===== src/rtl/driver_cell_pkg.sv =====
// Shared types, default sizes and the thermometer decode helper for the
// driver_cell slice controller.
package driver_cell_pkg;

   localparam int BIN_W   = 8;
   localparam int THERM_N = 17;
   localparam int MSB_W   = 5;

   typedef enum logic [1:0] {
      ST_OFF   = 2'd0,
      ST_WAKE  = 2'd1,
      ST_RUN   = 2'd2,
      ST_DRAIN = 2'd3
   } drv_state_e;

   // Bit i is set when i < m; codes above THERM_N clamp to all ones.
   function automatic logic [THERM_N-1:0] therm_decode(input logic [MSB_W-1:0] m);
      logic [THERM_N-1:0] t;
      t = '0;
      if (int'(m) > THERM_N) begin
         t = '1;
      end else begin
         for (int i = 0; i < THERM_N; i++) t[i] = (i < int'(m));
      end
      return t;
   endfunction

endpackage


===== src/rtl/driver_cell_ctrl_therm_rotator.sv =====
// Barrel rotate-left of the thermometer lines by a pointer kept below N.
// Only used when DRIVER_CELL_CTRL_DEM_EN is defined.
module therm_rotator #(
   parameter int N     = 17,
   parameter int PTR_W = 5
) (
   input  logic [N-1:0]     i_therm,
   input  logic [PTR_W-1:0] i_ptr,
   output logic [N-1:0]     o_therm
);

   always_comb begin
      int sh;
      o_therm = '0;
      sh = int'(i_ptr) % N;
      for (int i = 0; i < N; i++) o_therm[i] = i_therm[(i + N - sh) % N];
   end

endmodule


===== src/rtl/driver_cell_ctrl.sv =====
// Sequencing and code feed for one driver_cell DAC slice.
// Optional DWA element matching on the thermometer lines: DRIVER_CELL_CTRL_DEM_EN.
//
// state | meaning
// OFF   | pdb low, zero code, waiting for en
// WAKE  | pdb high, zero code, settle timer running
// RUN   | codes accepted over valid/ready
// DRAIN | pdb high, zero code, drain timer running before pdb falls
module driver_cell_ctrl #(
   parameter int BIN_W      = driver_cell_pkg::BIN_W,
   parameter int THERM_N    = driver_cell_pkg::THERM_N,
   parameter int MSB_W      = driver_cell_pkg::MSB_W,
   parameter int SETTLE_CYC = 16,
   parameter int DRAIN_CYC  = 4
) (
   input  logic                   clk,
   input  logic                   rst_n,
   input  logic                   en,
   input  logic [MSB_W+BIN_W-1:0] code,
   input  logic                   code_valid,
   output logic                   code_ready,
   output logic                   pdb,
   output logic [BIN_W-1:0]       datain,
   output logic [BIN_W-1:0]       datainb,
   output logic [THERM_N-1:0]     datatherm,
   output logic [THERM_N-1:0]     datathermb,
   output logic                   sat,
   output logic [1:0]             state_o
);
   import driver_cell_pkg::*;

   localparam logic [1:0] S_OFF   = ST_OFF;
   localparam logic [1:0] S_WAKE  = ST_WAKE;
   localparam logic [1:0] S_RUN   = ST_RUN;
   localparam logic [1:0] S_DRAIN = ST_DRAIN;
   localparam int CNT_W = $clog2(SETTLE_CYC > DRAIN_CYC ? SETTLE_CYC : DRAIN_CYC) + 1;

   logic [1:0]         r_state;
   logic [CNT_W-1:0]   r_cnt;
   logic               r_pdb;
   logic [BIN_W-1:0]   r_datain;
   logic [BIN_W-1:0]   r_datainb;
   logic [THERM_N-1:0] r_therm;
   logic [THERM_N-1:0] r_thermb;
   logic               r_sat;

   logic [MSB_W-1:0]   w_msb;
   logic [BIN_W-1:0]   w_lsb;
   logic               w_sat;
   logic               w_accept;
   logic [BIN_W-1:0]   w_din_next;
   logic [THERM_N-1:0] w_therm_plain;
   logic [THERM_N-1:0] w_therm_next;

   assign w_msb         = code[BIN_W +: MSB_W];
   assign w_lsb         = code[BIN_W-1:0];
   assign w_sat         = w_msb > MSB_W'(THERM_N);
   assign code_ready    = (r_state == S_RUN) && en;
   assign w_accept      = code_ready && code_valid;
   assign w_din_next    = w_sat ? '1 : w_lsb;
   assign w_therm_plain = therm_decode(w_msb);

`ifdef DRIVER_CELL_CTRL_DEM_EN
   logic [MSB_W-1:0] r_ptr;
   logic [MSB_W-1:0] w_m_clamp;
   logic [MSB_W:0]   w_ptr_sum;
   logic [MSB_W-1:0] w_ptr_next;
   logic             w_enter_off;

   assign w_m_clamp   = w_sat ? MSB_W'(THERM_N) : w_msb;
   assign w_ptr_sum   = {1'b0, r_ptr} + {1'b0, w_m_clamp};
   assign w_ptr_next  = (w_ptr_sum >= (MSB_W+1)'(THERM_N)) ?
                        MSB_W'(w_ptr_sum - (MSB_W+1)'(THERM_N)) : MSB_W'(w_ptr_sum);
   assign w_enter_off = ((r_state == S_WAKE) && !en) ||
                        ((r_state == S_DRAIN) && (r_cnt == '0));

   therm_rotator #(.N(THERM_N), .PTR_W(MSB_W)) u_rot (
      .i_therm (w_therm_plain),
      .i_ptr   (r_ptr),
      .o_therm (w_therm_next)
   );

   always_ff @(posedge clk or negedge rst_n) begin
      if (!rst_n)                             r_ptr <= '0;
      else if (r_state == S_OFF || w_enter_off) r_ptr <= '0;
      else if (w_accept)                      r_ptr <= w_ptr_next;
   end
`else
   assign w_therm_next = w_therm_plain;
`endif

   always_ff @(posedge clk or negedge rst_n) begin
      if (!rst_n) begin
         r_state   <= S_OFF;
         r_cnt     <= '0;
         r_pdb     <= 1'b0;
         r_datain  <= '0;
         r_datainb <= '1;
         r_therm   <= '0;
         r_thermb  <= '1;
         r_sat     <= 1'b0;
      end else begin
         r_sat <= 1'b0;
         case (r_state)
            S_OFF: begin
               r_pdb     <= 1'b0;
               r_datain  <= '0;
               r_datainb <= '1;
               r_therm   <= '0;
               r_thermb  <= '1;
               if (en) begin
                  r_state <= S_WAKE;
                  r_pdb   <= 1'b1;
                  r_cnt   <= CNT_W'(SETTLE_CYC - 1);
               end
            end
            S_WAKE: begin
               // outputs are already at zero code, so an abort skips the drain
               if (!en) begin
                  r_state <= S_OFF;
                  r_pdb   <= 1'b0;
               end else if (r_cnt == '0) begin
                  r_state <= S_RUN;
               end else begin
                  r_cnt <= r_cnt - 1'b1;
               end
            end
            S_RUN: begin
               if (!en) begin
                  r_state   <= S_DRAIN;
                  r_cnt     <= CNT_W'(DRAIN_CYC - 1);
                  r_datain  <= '0;
                  r_datainb <= '1;
                  r_therm   <= '0;
                  r_thermb  <= '1;
               end else if (w_accept) begin
                  r_datain  <= w_din_next;
                  r_datainb <= ~w_din_next;
                  r_therm   <= w_therm_next;
                  r_thermb  <= ~w_therm_next;
                  r_sat     <= w_sat;
               end
            end
            default: begin
               if (r_cnt == '0) begin
                  r_state <= S_OFF;
                  r_pdb   <= 1'b0;
               end else begin
                  r_cnt <= r_cnt - 1'b1;
               end
            end
         endcase
      end
   end

   assign pdb        = r_pdb;
   assign datain     = r_datain;
   assign datainb    = r_datainb;
   assign datatherm  = r_therm;
   assign datathermb = r_thermb;
   assign sat        = r_sat;
   assign state_o    = r_state;

endmodule


===== config.mk =====
export PLATFORM = sky130hd
export DESIGN_NAME = driver_cell_ctrl
export DESIGN_NICKNAME = d
export VERILOG_FILES = /design/src/rtl/driver_cell_pkg.sv /design/src/rtl/driver_cell_ctrl_therm_rotator.sv /design/src/rtl/driver_cell_ctrl.sv
export SDC_FILE = /design/constraint.sdc
export NUM_CORES = 1
export LEC_CHECK = 0
export CAP_MARGIN = 20
export CORE_ASPECT_RATIO = 1.25
export CORE_MARGIN = 1
export CORE_UTILIZATION = 50
export CTS_BUF_LIST = sky130_fd_sc_hd__clkbuf_4
export CTS_CLUSTER_SIZE = 30
export DETAILED_ROUTE_END_ITERATION = 12
export GPL_TIMING_DRIVEN = 1
export HOLD_SLACK_MARGIN = 0.05
export PLACE_DENSITY = 0.82
export SLEW_MARGIN = 20
export SYNTH_ARGS = -nofsm -noshare
export SYNTH_HDL_FRONTEND = slang
export SYNTH_SLANG_ARGS = --single-unit

===== constraint.sdc =====
create_clock -name clk -period 1.8 [get_ports clk]
set_input_delay 0.36 -clock clk [delete_from_list [all_inputs] [get_ports clk]]
set_output_delay 0.36 -clock clk [all_outputs]
set_load 0.02 [all_outputs]

==> results of run 1 <==
==> registers in the layout, indices dropped and copies added (netlist names) <==
name        cells
datain          8
datainb         8
datatherm      17
datathermb     17
pdb             1
r_cnt           5
sat             1
state_o         2
==> cell families (layout without fill, tap and decap cells) <==
family,count (synthesis),after routing,share of synthesized area [%]
AO/OA/AOI/OAI,85,85,23.0
adder cells (fa/ha/maj),1,1,0.471
buffers and inverters,32,146,5.56
flip-flops,59,59,56.8
multiplexers,2,2,0.754
AND/OR/NAND/NOR,56,56,13.5
==> final timing paths <==
path / start / endpoint / cells past startpoint
setup / recovery: datatherm[1] / datatherm[1] / 1
hold / removal: rst_n / datain[1] / 3
setup reg to reg: r_cnt[1] / r_cnt[1] / 5
hold reg to reg: datatherm[3] / datatherm[3] / 1
max in group asynchronous: rst_n / datathermb[6] / 3
min in group clk: datatherm[3] / datatherm[3] / 1
==> per-layer routing <==
| layer | GRT usage [%] | vias to the layer above | part of all wire [%] | wire [um] |
|---|---|---|---|---|
| li1 | - | 1081 | - | - |
| met1 | 31.4 | 1107 | 40 | 2630 |
| met2 | 42.6 | 81 | 51 | 3390 |
| met3 | 8.20 | 16 | 5.9 | 390 |
| met4 | 13.7 | 0 | 2.9 | 192 |
| met5 | 0 | - | 0 | 0 |
==> cells in the mapped netlist, types with 4 or more instances <==
library cell	instances
a22o_1	6
clkbuf_1	6
nor3_1	5
inv_1	16
a21o_1	4
dfstp_2	25
a21oi_1	8
a2bb2oi_1	7
o21a_1	11
buf_4	4
nand3b_1	4
nand2b_1	4
nand2_1	9
o21ai_0	23
dfrtp_1	34
buf_2	4
nor2_1	8
==> worst min-delay path: stages <==
cell and delay, ns:
dlygate4sd3_1 0.51, buf_2 0.12, buf_12 0.28
==> repair_timing <==
action                                 4_1_cts  5_1_grt
setup endpoints to repair                   29       13
hold buffers                                 1        0
resized for setup                           29       13
endpoints found under the hold margin       34        0
setup buffers                                0        0
==> area by class of cell <==
cell class / count / area share [%]
Clock buffer: 11 / 2.16
Timing Repair Buffer: 113 / 27.0
Inverter: 17 / 1.67
Tap cell: 62 / 2.03
Multi-Input combinational cell: 144 / 26.3
Clock inverter: 5 / 1.41
Sequential cell: 59 / 39.4
==> report_power, final <==
group          switching (mW)  internal [mW]  total [mW]
sequential              0.386           2.13        2.51
clock                   0.465          0.450       0.915
combinational            1.90           1.72        3.62
==> cells in the final DEF (no fill, tap or decap), drive strengths merged, types with 5 or more instances in the layout <==
master / netlist / routed
nand2: 10 / 10
o21a: 11 / 11
a2bb2oi: 7 / 7
dlymetal6s2s: 0 / 13
clkdlybuf4s50: 0 / 29
o21ai: 23 / 23
a21oi: 8 / 8
buf: 9 / 42
dlygate4sd2: 0 / 28
clkinv: 1 / 5
nor2: 8 / 8
clkbuf: 6 / 11
dfrtp: 34 / 34
a22o: 6 / 6
dfstp: 25 / 25
inv: 16 / 16
nor3: 5 / 5
==> flow_metrics.env, run 1 <==
export IMPL_status="completed"
export IMPL_cts_tree="yes"
export IMPL_port_buffers=71
export IMPL_whs_ns=0.481
export IMPL_design_die_area_um2=5610
export IMPL_ir_worst_vdd_mv=1.10
export IMPL_synth_top_cell_area_share_pct=32.0
export IMPL_power_mw=7.05
export IMPL_fmax_ghz=0.569
export IMPL_design_area_um2=3820
export IMPL_core_um2=5080
export IMPL_io_pins=72
export IMPL_register_area_um2=1510
export IMPL_grtUsageTotal_pct=26.7
export IMPL_preCtsSetupSlack_ns=-0.228
export IMPL_drive_gt1_share_pct=26.4
export IMPL_synth_cells=235
export IMPL_clkTransAtPathRegs_ns=0.10
export IMPL_report_final_slew_viol_count=0
export IMPL_final_cell_count_no_fill=411
export IMPL_start_util_pct=52.3
export IMPL_slowest_stage="clkdlybuf4s50_1"
export IMPL_grt_pass1_vias=2356
export IMPL_setup_viol=0
export IMPL_r2r_slack_ns=0.06
export IMPL_postRouteAntennaNets=0
export IMPL_relSlewSlack_pct=71.0
export IMPL_syn_cell_area_um2=2660
export IMPL_wl_per_cell_um=16.0
export IMPL_crit_chain="clkdlybuf4s50_1"
export IMPL_grt_max_degree=60
export IMPL_cellLeakagePower_nw=1.85
export IMPL_numClockSinks=59
export IMPL_cts_buffers=9
export IMPL_synth_edf_count=0
export IMPL_die_y_um=83.5
export IMPL_worstPathMaxFanout=2
export IMPL_num_vias=2285
export IMPL_rows=29
export IMPL_gp_congestion=0.858
export IMPL_clk_root_buffer_cell="clkbuf_4"
export IMPL_powerDensity_nw_per_um2=1840
export IMPL_critical_path_top_delay_family="buffers and inverters"
export IMPL_dr_first_iter_drc_count=160
export IMPL_cts_buffer_depth=2
export IMPL_utilization_pct=75.2
export IMPL_via_per_inst=5.56
export IMPL_yosys_warnings=0
export IMPL_syn_avg_cell_area_um2=11.3
export IMPL_routed_wl_mm=6.60
export IMPL_synth_nets=253
export IMPL_synth_area_top_cells="dfrtp_1 32%, dfstp_2 25%, o21ai_0 4.3%"
export IMPL_endpoint_kind="output port"
export IMPL_setup_tns_ns=0
export IMPL_firstDrtPassIters=4
export IMPL_dp_cells=394
export IMPL_worst_ep_required_time_ns=1.44
export IMPL_layout_min_cycle_time_ns=1.76
export IMPL_drc=0
export IMPL_fin_skew_ns=0.0100
export IMPL_synthArstFlopShare_pct=100
export IMPL_drv_cap=0
export IMPL_grt_antenna_before_repair=0
export IMPL_worst_slack_ns=0.0416
export IMPL_nets=362
export IMPL_synth_top_area_cell="dfrtp_1"
export IMPL_path_buf_inv=1
export IMPL_nFillCells=345
export IMPL_placed_area_um2=3670
export IMPL_overflow=0
export IMPL_synth_seq_cells=59
export IMPL_syn_to_final_growth_pct=44.0
export IMPL_die_w_um=67.2
export IMPL_synth_seq_area_share_pct=56.8
export IMPL_hold_violations=0
export IMPL_hold_path_class="primary input to async pin"
export IMPL_arrival_ns=1.40
export IMPL_num_antenna_cells=0
export IMPL_max_stage_delay_ns=0.61
export IMPL_period_share_pct=97.7
export IMPL_synth_cell_type_count=55
export IMPL_htree_levels=3
export IMPL_worst_pin_slew_ns=0.429
export IMPL_synth_flop_cell="dfrtp_1"
export IMPL_dpl_hpwl_mm=4.80
export IMPL_startpoint_type="flip-flop"
export IMPL_multiInputGateArea_um2=1000
export IMPL_clock_latency_ns=0.41
export IMPL_grt_pass1_wl_mm=11.0
export IMPL_criticalPathCategory="flip-flop to output port"
Power figures use the tool's default switching activity.
==> run 2, diff against run 1 <==
CELL_PAD_IN_SITES_DETAIL_PLACEMENT = 0   (was default)
CELL_PAD_IN_SITES_GLOBAL_PLACEMENT = 1   (was default)
CORE_MARGIN = default   (was 1)
CORE_UTILIZATION = 38   (was 50)
PLACE_DENSITY = default   (was 0.82)
PLACE_DENSITY_LB_ADDON = 0.1   (was default)
SETUP_SLACK_MARGIN = 0.1   (was default)
==> run 2 against run 1 <==
Combinational power shrank 1%. Utilization down 17 points. Total power fell by 1.6%. Final area up 0.72%. Largest cell class unchanged. Largest power group unchanged. Sequential power barely moved. Global-route usage decreased by 8.1 points. Setup slack better by 0.11 ns. Non-clock buffer count up 1. Flip-flop and latch count unchanged. Critical path depth rose by 5. Sequential share of layout area down 0.28 points. Critical endpoint is now r_cnt[0].
==> flow_metrics.env, run 2 (synthesized netlist as in run 1, its figures left out) <==
export IMPL_worst_ep_required_time_ns=2.07
export IMPL_rsz0062_at_grt="true"
export IMPL_regToRegEndpoint="r_cnt[0]"
export IMPL_setup_viol=0
export IMPL_design_area_um2=3850
export IMPL_firstDrtPassIters=4
export IMPL_cellLeakagePower_nw=1.75
export IMPL_grt_use_met1_pct=22.6
export IMPL_grt_antenna_before_repair=0
export IMPL_via_per_inst=5.13
export IMPL_dr_first_iter_drc_count=113
export IMPL_cts_tree="yes"
export IMPL_port_buffers=71
export IMPL_num_vias=2235
export IMPL_syn_to_final_growth_pct=45.0
export IMPL_met3_usage_pct=3.92
export IMPL_clk_root_buffer_cell="clkbuf_4"
export IMPL_period_share_pct=91.6
export IMPL_design_die_area_um2=7330
export IMPL_grt_pass1_vias=2107
export IMPL_overflow=0
export IMPL_routed_wl_mm=6.49
export IMPL_nets=363
export IMPL_startpoint_type="flip-flop"
export IMPL_num_antenna_cells=0
export IMPL_powerDensity_nw_per_um2=1800
export IMPL_worst_pin_slew_ns=0.514
export IMPL_clkTransAtPathRegs_ns=0.11
export IMPL_worstPathMaxFanout=3
export IMPL_htree_levels=3
export IMPL_path_buf_inv=2
export IMPL_rows=33
export IMPL_cts_buffers=9
export IMPL_dpl_hpwl_mm=4.65
export IMPL_status="completed"
export IMPL_slowest_stage="or4b_4"
export IMPL_postRouteAntennaNets=0
export IMPL_final_common_cell="dlygate4sd2_1"
export IMPL_drive_gt1_share_pct=27.8
export IMPL_max_stage_delay_ns=0.49
export IMPL_die_w_um=76.8
export IMPL_grt_max_degree=60
export IMPL_grt_pass1_wl_mm=10.3
export IMPL_core_um2=6650
export IMPL_cts_buffer_depth=2
export IMPL_crit_chain="inv_1 > ha_2 > or4b_4 > buf_4 > mux2i_1 > a2bb2oi_2"
export IMPL_ir_worst_vdd_mv=0.701
export IMPL_drv_cap=0
export IMPL_gp_congestion=0.727
export IMPL_criticalPathCategory="flip-flop to flip-flop"
export IMPL_layout_min_cycle_time_ns=1.65
export IMPL_endpoint_kind="flip-flop"
export IMPL_report_final_slew_viol_count=0
export IMPL_utilization_pct=57.9
export IMPL_start_util_pct=39.9
export IMPL_numClockSinks=59
export IMPL_grtUsageTotal_pct=18.5
export IMPL_r2r_cells=6
export IMPL_die_y_um=95.5
export IMPL_hold_path_class="primary input to async pin"
export IMPL_placed_area_um2=3760
export IMPL_relSlewSlack_pct=65.2
export IMPL_drc=0
export IMPL_r2r_slack_ns=0.15
export IMPL_wl_per_cell_um=14.9
export IMPL_busiest_layer="met2"
export IMPL_clock_latency_ns=0.40
export IMPL_fin_skew_ns=0.0182
export IMPL_r2r_start="r_cnt[0]"
export IMPL_critical_path_top_delay_family="simple AND/OR/NAND/NOR gates"
export IMPL_fmax_ghz=0.607
export IMPL_hold_violations=0
export IMPL_met2_usage_pct=31.2
export IMPL_io_pins=72
export IMPL_final_cell_mix="51 x dlygate4sd2_1, 36 x buf_4, 34 x dfrtp_1, 25 x dfstp_2, 23 x o21ai_0"
export IMPL_arrival_ns=1.92
==> run 2: changes by cell type in the layout (fill, tap and decap cells not counted), moves of 4 or more <==
cell             change
buf_12               +4
clkdlybuf4s50_1     -14
buf_4                -4
dlymetal6s2s_1      -13
dlygate4sd2_1       +23
==> run 2: layout make-up <==
type	count	area [um2]
clock buffers	9	67.6
clock inverters	6	57.6
fillers	613	2800
inverters	17	63.8
multi-input cells	144	1020
flip-flops and latches	59	1510
well taps	87	109
repair buffers	114	1030
==> run 2: layer usage <==
metal / up-vias / part of all wire (%)
met3: 9 / 3.7
met5: - / 0
li1: 1091 / -
met4: 0 / 1.6
met1: 1084 / 44
met2: 51 / 51
==> run 2: worst max path at each step <==
| stage | from | to | slack (ns) | cells after the start |
|---|---|---|---|---|
| after floorplan | r_cnt[1] | r_cnt[1] | 0.16 | 5 |
| after global placement | en | code_ready | -0.30 | 3 |
| after detailed placement | en | code_ready | -0.30 | 3 |
| after CTS | r_cnt[1] | r_cnt[1] | 0.11 | 5 |
| after global routing | r_cnt[1] | r_cnt[0] | 0.09 | 6 |
| final | r_cnt[0] | r_cnt[0] | 0.15 | 6 |
==> run 2: power breakdown <==
part | total, mW | internal, mW | switching (mW)
sequential | 2.48 | 2.13 | 0.353
combinational | 3.58 | 1.67 | 1.90
clock | 0.884 | 0.404 | 0.480
==> run 2: worst register-to-register path, delay by kind of cell (launching register included) <==
| kind | cells | cell delay, ns |
|---|---|---|
| flops | 1 | 0.39 |
| mux | 1 | 0.16 |
| compound gates | 1 | 0.07 |
| buf+inv | 2 | 0.22 |
| fa+ha+maj | 1 | 0.20 |
| simple gates | 1 | 0.49 |
==> run 2: repair_timing <==
action / CTS / global route
pin swaps: 0 / 2
setup buffers: 0 / 1
hold buffers: 1 / 0
gates resized for setup: 63 / 6
setup endpoints to repair: 57 / 5
endpoints found under the hold margin: 34 / 0
==> run 2: through the flow <==
stage | TNS (ns) | setup WS (ns) | hold WS [ns] | cells | power (mW)
floorplan | 0 | 0.164 | 0.0644 | 235 | 4.58
global placement | -5.10 | -0.297 | 0.387 | 419 | 6.40
detailed placement | -5.48 | -0.298 | 0.386 | 419 | 6.46
CTS | 0 | 0.108 | 0.476 | 435 | 6.97
global route | 0 | 0.0876 | 0.491 | 436 | 7.40
finish | 0 | 0.152 | 0.477 | 436 | 6.94
==> run 3, diff against run 2 <==
ABC_CLOCK_PERIOD_IN_PS = 1800   (was default)
CELL_PAD_IN_SITES_DETAIL_PLACEMENT = 1   (was 0)
CELL_PAD_IN_SITES_GLOBAL_PLACEMENT = 2   (was 1)
CORE_ASPECT_RATIO = default   (was 1.25)
CORE_UTILIZATION = 31   (was 38)
==> run 3 against run 2 <==
Fmax shrank 0.30%. Register-to-register slack about the same. First-iteration DRC count down 41%. Hold slack about the same. Die area is 22% higher. Critical path type unchanged. Largest power group unchanged.
==> flow_metrics.env, run 3 (synthesized netlist as in run 1, its figures left out) <==
export IMPL_design_die_area_um2=8940
export IMPL_routed_wl_mm=7.25
export IMPL_io_pins=72
export IMPL_startpoint_type="flip-flop"
export IMPL_htree_levels=3
export IMPL_grt_max_degree=60
export IMPL_overflow=0
export IMPL_powerDensity_nw_per_um2=1770
export IMPL_endpoint_kind="flip-flop"
export IMPL_cts_buffers=9
export IMPL_wl_per_cell_um=15.8
export IMPL_hold_violations=0
export IMPL_cts_tree="yes"
export IMPL_clkTransAtPathRegs_ns=0.10
export IMPL_drv_cap=0
export IMPL_grtUsageTotal_pct=18.0
export IMPL_firstDrtPassIters=4
export IMPL_relSlewSlack_pct=72.6
export IMPL_utilization_pct=46.7
export IMPL_cts_buffer_depth=2
export IMPL_postRouteAntennaNets=0
export IMPL_fin_skew_ns=0.0122
export IMPL_grt_antenna_before_repair=0
export IMPL_dpl_hpwl_mm=5.12
export IMPL_placed_area_um2=3760
export IMPL_setup_viol=0
export IMPL_worstPathMaxFanout=4
export IMPL_cellLeakagePower_nw=1.76
export IMPL_period_share_pct=91.8
export IMPL_die_y_um=94.5
export IMPL_clk_root_buffer_cell="clkbuf_4"
export IMPL_core_um2=8260
export IMPL_grt_pass1_wl_mm=12.1
export IMPL_num_antenna_cells=0
export IMPL_start_util_pct=32.2
export IMPL_num_vias=2293
export IMPL_worst_pin_slew_ns=0.410
export IMPL_via_per_inst=5.01
export IMPL_syn_to_final_growth_pct=45.1
export IMPL_port_buffers=71
export IMPL_final_cell_mix="43 x buf_4, 40 x dlygate4sd2_1, 34 x dfrtp_1, 25 x dfstp_2, 23 x o21ai_0"
export IMPL_grt_pass1_vias=2358
export IMPL_worst_ep_required_time_ns=2.09
export IMPL_hold_path_class="primary input to async pin"
export IMPL_drive_gt1_share_pct=28.6
export IMPL_die_w_um=94.5
export IMPL_numClockSinks=59
export IMPL_status="completed"
export IMPL_whs_ns=0.477
export IMPL_design_area_um2=3850
export IMPL_gp_congestion=0.757
export IMPL_dr_first_iter_drc_count=67
export IMPL_clock_latency_ns=0.39
export IMPL_arrival_ns=1.94
export IMPL_report_final_slew_viol_count=0
export IMPL_nets=367
export IMPL_final_common_cell="buf_4"
export IMPL_drc=0
export IMPL_rows=33
export IMPL_rsz0062_at_grt="true"
export IMPL_layout_min_cycle_time_ns=1.65
export IMPL_fmax_ghz=0.605
export IMPL_ir_worst_vdd_mv=0.576
export IMPL_criticalPathCategory="flip-flop to flip-flop"
run 3: cell count changes in the layout (fill, tap and decap cells not counted), moves of 2 or more:
| cell | delta |
|---|---|
| clkdlybuf4s15_1 | +11 |
| buf_4 | +7 |
| buf_12 | -3 |
| clkinv_2 | +2 |
| dlygate4sd2_1 | -11 |
run 3: repair_timing:
action,CTS,global route
endpoints found under the setup margin,56,18
hold buffers,1,0
pin swaps,1,2
setup buffers,0,3
gates cloned,0,0
gates resized for setup,61,18
hold endpoints to repair,34,0
run 3: cell type report:
cell class,count,area (um2)
multi-input combinational,144,1020
clock buffer,9,67.6
timing repair buffer,118,1030
inverter,17,63.8
fill,954,4400
tap,105,131
sequential,59,1510
clock inverter,6,33.8
run 3: final timing paths:
kind	start	to	slack, ns	cells past startpoint
hold / removal	rst_n	datatherm[9]	0.48	3
setup reg to reg	r_cnt[1]	r_cnt[1]	0.15	5
max in group asynchronous	rst_n	datainb[0]	0.99	3
min in group clk	datatherm[3]	datatherm[3]	0.48	1
hold reg to reg	datatherm[3]	datatherm[3]	0.48	1
setup / recovery	r_cnt[1]	r_cnt[1]	0.15	5
run 3: power by group:
part	internal (mW)	switching [mW]	leakage (nW)
clock network	0.264	0.494	0.0550
logic	1.64	1.92	1.01
registers	2.13	0.360	0.690
run 3: per-stage QoR:
stage | setup slack, ns | cells | power (mW) | TNS [ns]
floorplan | 0.164 | 235 | 4.58 | 0
global placement | -0.246 | 439 | 6.36 | -5.87
detailed placement | -0.245 | 439 | 6.42 | -6.99
CTS | 0.00387 | 455 | 6.81 | 0
global route | 0.0418 | 458 | 7.33 | 0
finish | 0.147 | 458 | 6.80 | 0
run 3: worst max-delay path: stages (launching register included):
cell and delay [ns]:
dfrtp_1 0.41, inv_2 0.09, ha_4 0.14, or4b_4 0.50
mux2i_1 0.14, a222oi_1 0.26
run 3: layer usage:
| layer | track usage (%) | vias up | wire length (um) |
|---|---|---|---|
| li1 | - | 1090 | - |
| met1 | 23.7 | 1137 | 3280 |
| met2 | 28.2 | 58 | 3450 |
| met3 | 4.91 | 8 | 412 |
| met4 | 7.20 | 0 | 101 |
| met5 | 0 | - | 0 |
==> RTL change, RTL diff (flow settings as in run 2) <==
`THERM_N`: 17 -> 34.
--- a/src/rtl/driver_cell_pkg.sv
+++ b/src/rtl/driver_cell_pkg.sv
@@ -3,7 +3,7 @@
 package driver_cell_pkg;
 
    localparam int BIN_W   = 8;
-   localparam int THERM_N = 17;
+   localparam int THERM_N = 34;
    localparam int MSB_W   = 5;
 
    typedef enum logic [1:0] {
Ports: changed (resized datatherm and datathermb); port bits go from 72 to 106. No check against the original RTL was run, so the function may have changed too.
==> RTL change against run 2 <==
Sequential share of layout area increased by 1.4 points. Cell area up 43%. Critical path depth down 3. Synthesized cell count increased by 39%. Setup slack worse by 0.080 ns. Largest power group unchanged. Wire length grew 63%. Area after synthesis grew 45%. Sequential cell count up 28. Power grew 46%.
==> RTL change: results (changes against run 2) <==
** GRT
- The met1 demand-to-capacity share in global routing came to 0.280 (+0.0538).
- Initial antenna violation count :: 0 (unchanged)
- Pin count of the biggest net entering global routing :: 40 (-33%)
- The met2 layer usage reported by global route was 0.343 (+0.0310).
- Wire length of the first global-routing pass :: 17.0 mm (+66%)
- Global-route met3 utilization :: 0.0418 (+0.00260)
- The total routing usage reported by global routing came to 0.210 (+0.0250).

** Synth
- Share of cell area taken by muxes after synthesis :: 0.00520 (-0.00234)
- Post-Synthesis Cells :: 327 (+39%)
- The share of synthesized cell area in full adder, half adder and majority cells is 0.00325 (-0.00146).
- The compound-gate portion of the synthesized area came to 0.249 (+0.0196).
- XOR/XNOR Fraction of Synth Area :: 0 (unchanged)
- Number of distinct library cells after synthesis :: 59 (+7.3%)
- The most used flip-flop cell after synthesis is sky130_fd_sc_hd__dfrtp_1.
- Fraction of registers with async set/reset :: 1.00 (unchanged)
- Top area cells in the synthesized netlist :: sky130_fd_sc_hd__dfrtp_1 (31%), sky130_fd_sc_hd__dfstp_2 (27%), sky130_fd_sc_hd__o21ai_0 (3.3%)
- The commonest cells after synthesis are sky130_fd_sc_hd__dfrtp_1 (48), sky130_fd_sc_hd__dfstp_2 (39), sky130_fd_sc_hd__o21ai_0 (25).
- Yosys warnings :: 0 (unchanged)
- Sequential cell area fraction in the yosys report :: 0.579 (+0.0107)

** Layout
- Final-stage net count :: 496 (+37%)
- Fraction of final layout cells with drive strength greater than 1 :: 0.362 (+0.0844)
- The final-layout fill cell count came to 872 (+42%).
- The total inserted antenna cells is 0 (unchanged).

** Worst setup path
- Worst Path Arrival :: 1.37 ns (-0.55 ns)
- Max FO, Critical Path :: 2 (-1)

** Detailed routing
- Sum of routed wire segments on met1 :: 4.81 mm (+68%)
- Total length of routed met2 wires :: 5.20 mm (+59%)
- Routed vias/inst :: 5.24 (+2.3%)
- Routed signal wires occupy layers up through met4.
- First drt pass iteration count :: 4 (unchanged)
- Total wire length after detailed routing :: 10.6 mm (+63%)
- Vias after detailed routing :: 3194 (+43%)
- DRC violation total after the first TritonRoute iteration :: 144 (+27%)
- Wire length on met3 :: 444 um (+85%)

** Place
- Post-Place Cell Area :: 5340 um^2 (+42%)
- Cell count after placement :: 585 (+40%)
- Count of input and output buffers :: 99 (+39%)
- Post-DP HPWL :: 7.37 mm (+58%)
- Routability cong. :: 0.823 (+13%)

** Timing
- The slew at the pin closest to its max-slew limit is 0.544 ns (+0.0297 ns).
- Skew final :: 0.0140 ns (-0.00419 ns)

** Clock network
- H-tree levels :: 3 (unchanged)
- Maximum count of clock buffers along a single path :: 2 (unchanged)
- The clock-pin slew on the worst setup and hold paths was 0.15 ns (+0.04 ns).
- Worst-skew pair later-pin latency :: 0.45 ns (+0.05 ns)
- Clock root buffer :: sky130_fd_sc_hd__clkbuf_4
- Clock buffer count from CTS :: 9 (unchanged)

** Pwr
- The leakage power total was 2.49 nW (+42%).
- The switching power of the nets was 4.08 mW (+49%).
- VDD IR-drop max :: 0.888 mV (+27%)

** Run status
- Outcome :: finished, final reports clean

** Min path
- Min-Delay Path Class :: in -> async
==> RTL change: changes by cell type after synthesis, moves of 6 or more <==
cell / delta
sky130_fd_sc_hd__a221o_1: +7
sky130_fd_sc_hd__a211oi_1: +8
sky130_fd_sc_hd__dfstp_2: +14
sky130_fd_sc_hd__a21oi_1: +9
sky130_fd_sc_hd__buf_2: +9
sky130_fd_sc_hd__dfrtp_1: +14
sky130_fd_sc_hd__a21o_1: +6
==> RTL change: per-stage QoR <==
stage	util	setup WS [ns]
floorplan	-	0.167
global placement	0.550	-0.331
detailed placement	0.550	-0.318
CTS	0.568	0.0797
global route	0.566	0.0669
finish	0.566	0.0720
==> RTL change: layout make-up <==
cell class | instances | area share
tap | 126 | 0.0287
clock buffer | 10 | 0.0137
inverter | 13 | 0.00957
multi-input combinational | 202 | 0.264
timing repair buffer | 165 | 0.262
sequential | 87 | 0.405
clock inverter | 6 | 0.0164
==> RTL change: final timing paths <==
check | start | endpoint | slack (ns) | cells after the start
worst min-delay path | rst_n | r_cnt[2]$_DFFE_PN0P_ | 0.42 | 2
worst max register to register | state_o[1]$_DFFE_PN0P_ | datatherm[19]$_DFFE_PN0P_ | 0.17 | 4
worst max-delay path | state_o[0]$_DFFE_PN0P_ | code_ready | 0.07 | 3
max in group asynchronous | rst_n | datathermb[16]$_DFFE_PN1P_ | 0.75 | 3
min in group clk | datathermb[1]$_DFFE_PN1P_ | datathermb[1]$_DFFE_PN1P_ | 0.50 | 1
worst min register to register | datathermb[1]$_DFFE_PN1P_ | datathermb[1]$_DFFE_PN1P_ | 0.50 | 1
==> RTL change: kinds of logic (layout without fill, tap and decap cells) <==
logic type	Yosys count	count (layout)
simple gates	62	62
buf+inv	42	194
compound gates	131	131
fa+ha+maj	1	1
flops	87	87
other cells	2	6
mux	2	2
==> RTL change: power by group through the flow <==
stage / Sequential [mW] / Combinational [mW] / Clock [mW]
finish: 3.62 / 5.24 / 1.30
global route: 3.73 / 5.65 / 1.40
CTS: 3.63 / 5.18 / 1.33
detailed placement: 3.66 / 5.56 / 0
global placement: 3.65 / 5.51 / 0
floorplan: 4.62 / 1.97 / 0
==> RTL change: worst max-delay path, stage by stage (launching register included) <==
cell and delay (ns):
sky130_fd_sc_hd__dfrtp_1 0.41, sky130_fd_sc_hd__nand3b_1 0.26, sky130_fd_sc_hd__inv_2 0.13, sky130_fd_sc_hd__buf_6 0.12
==> RTL change: timing repair <==
item	in CTS	in global routing
buffers inserted	1	5
cloned	0	1
hold endpoints to repair	23	0
gates resized for setup	150	28
hold buffers	1	0
endpoints found under the setup margin	85	31
pin swaps	0	1
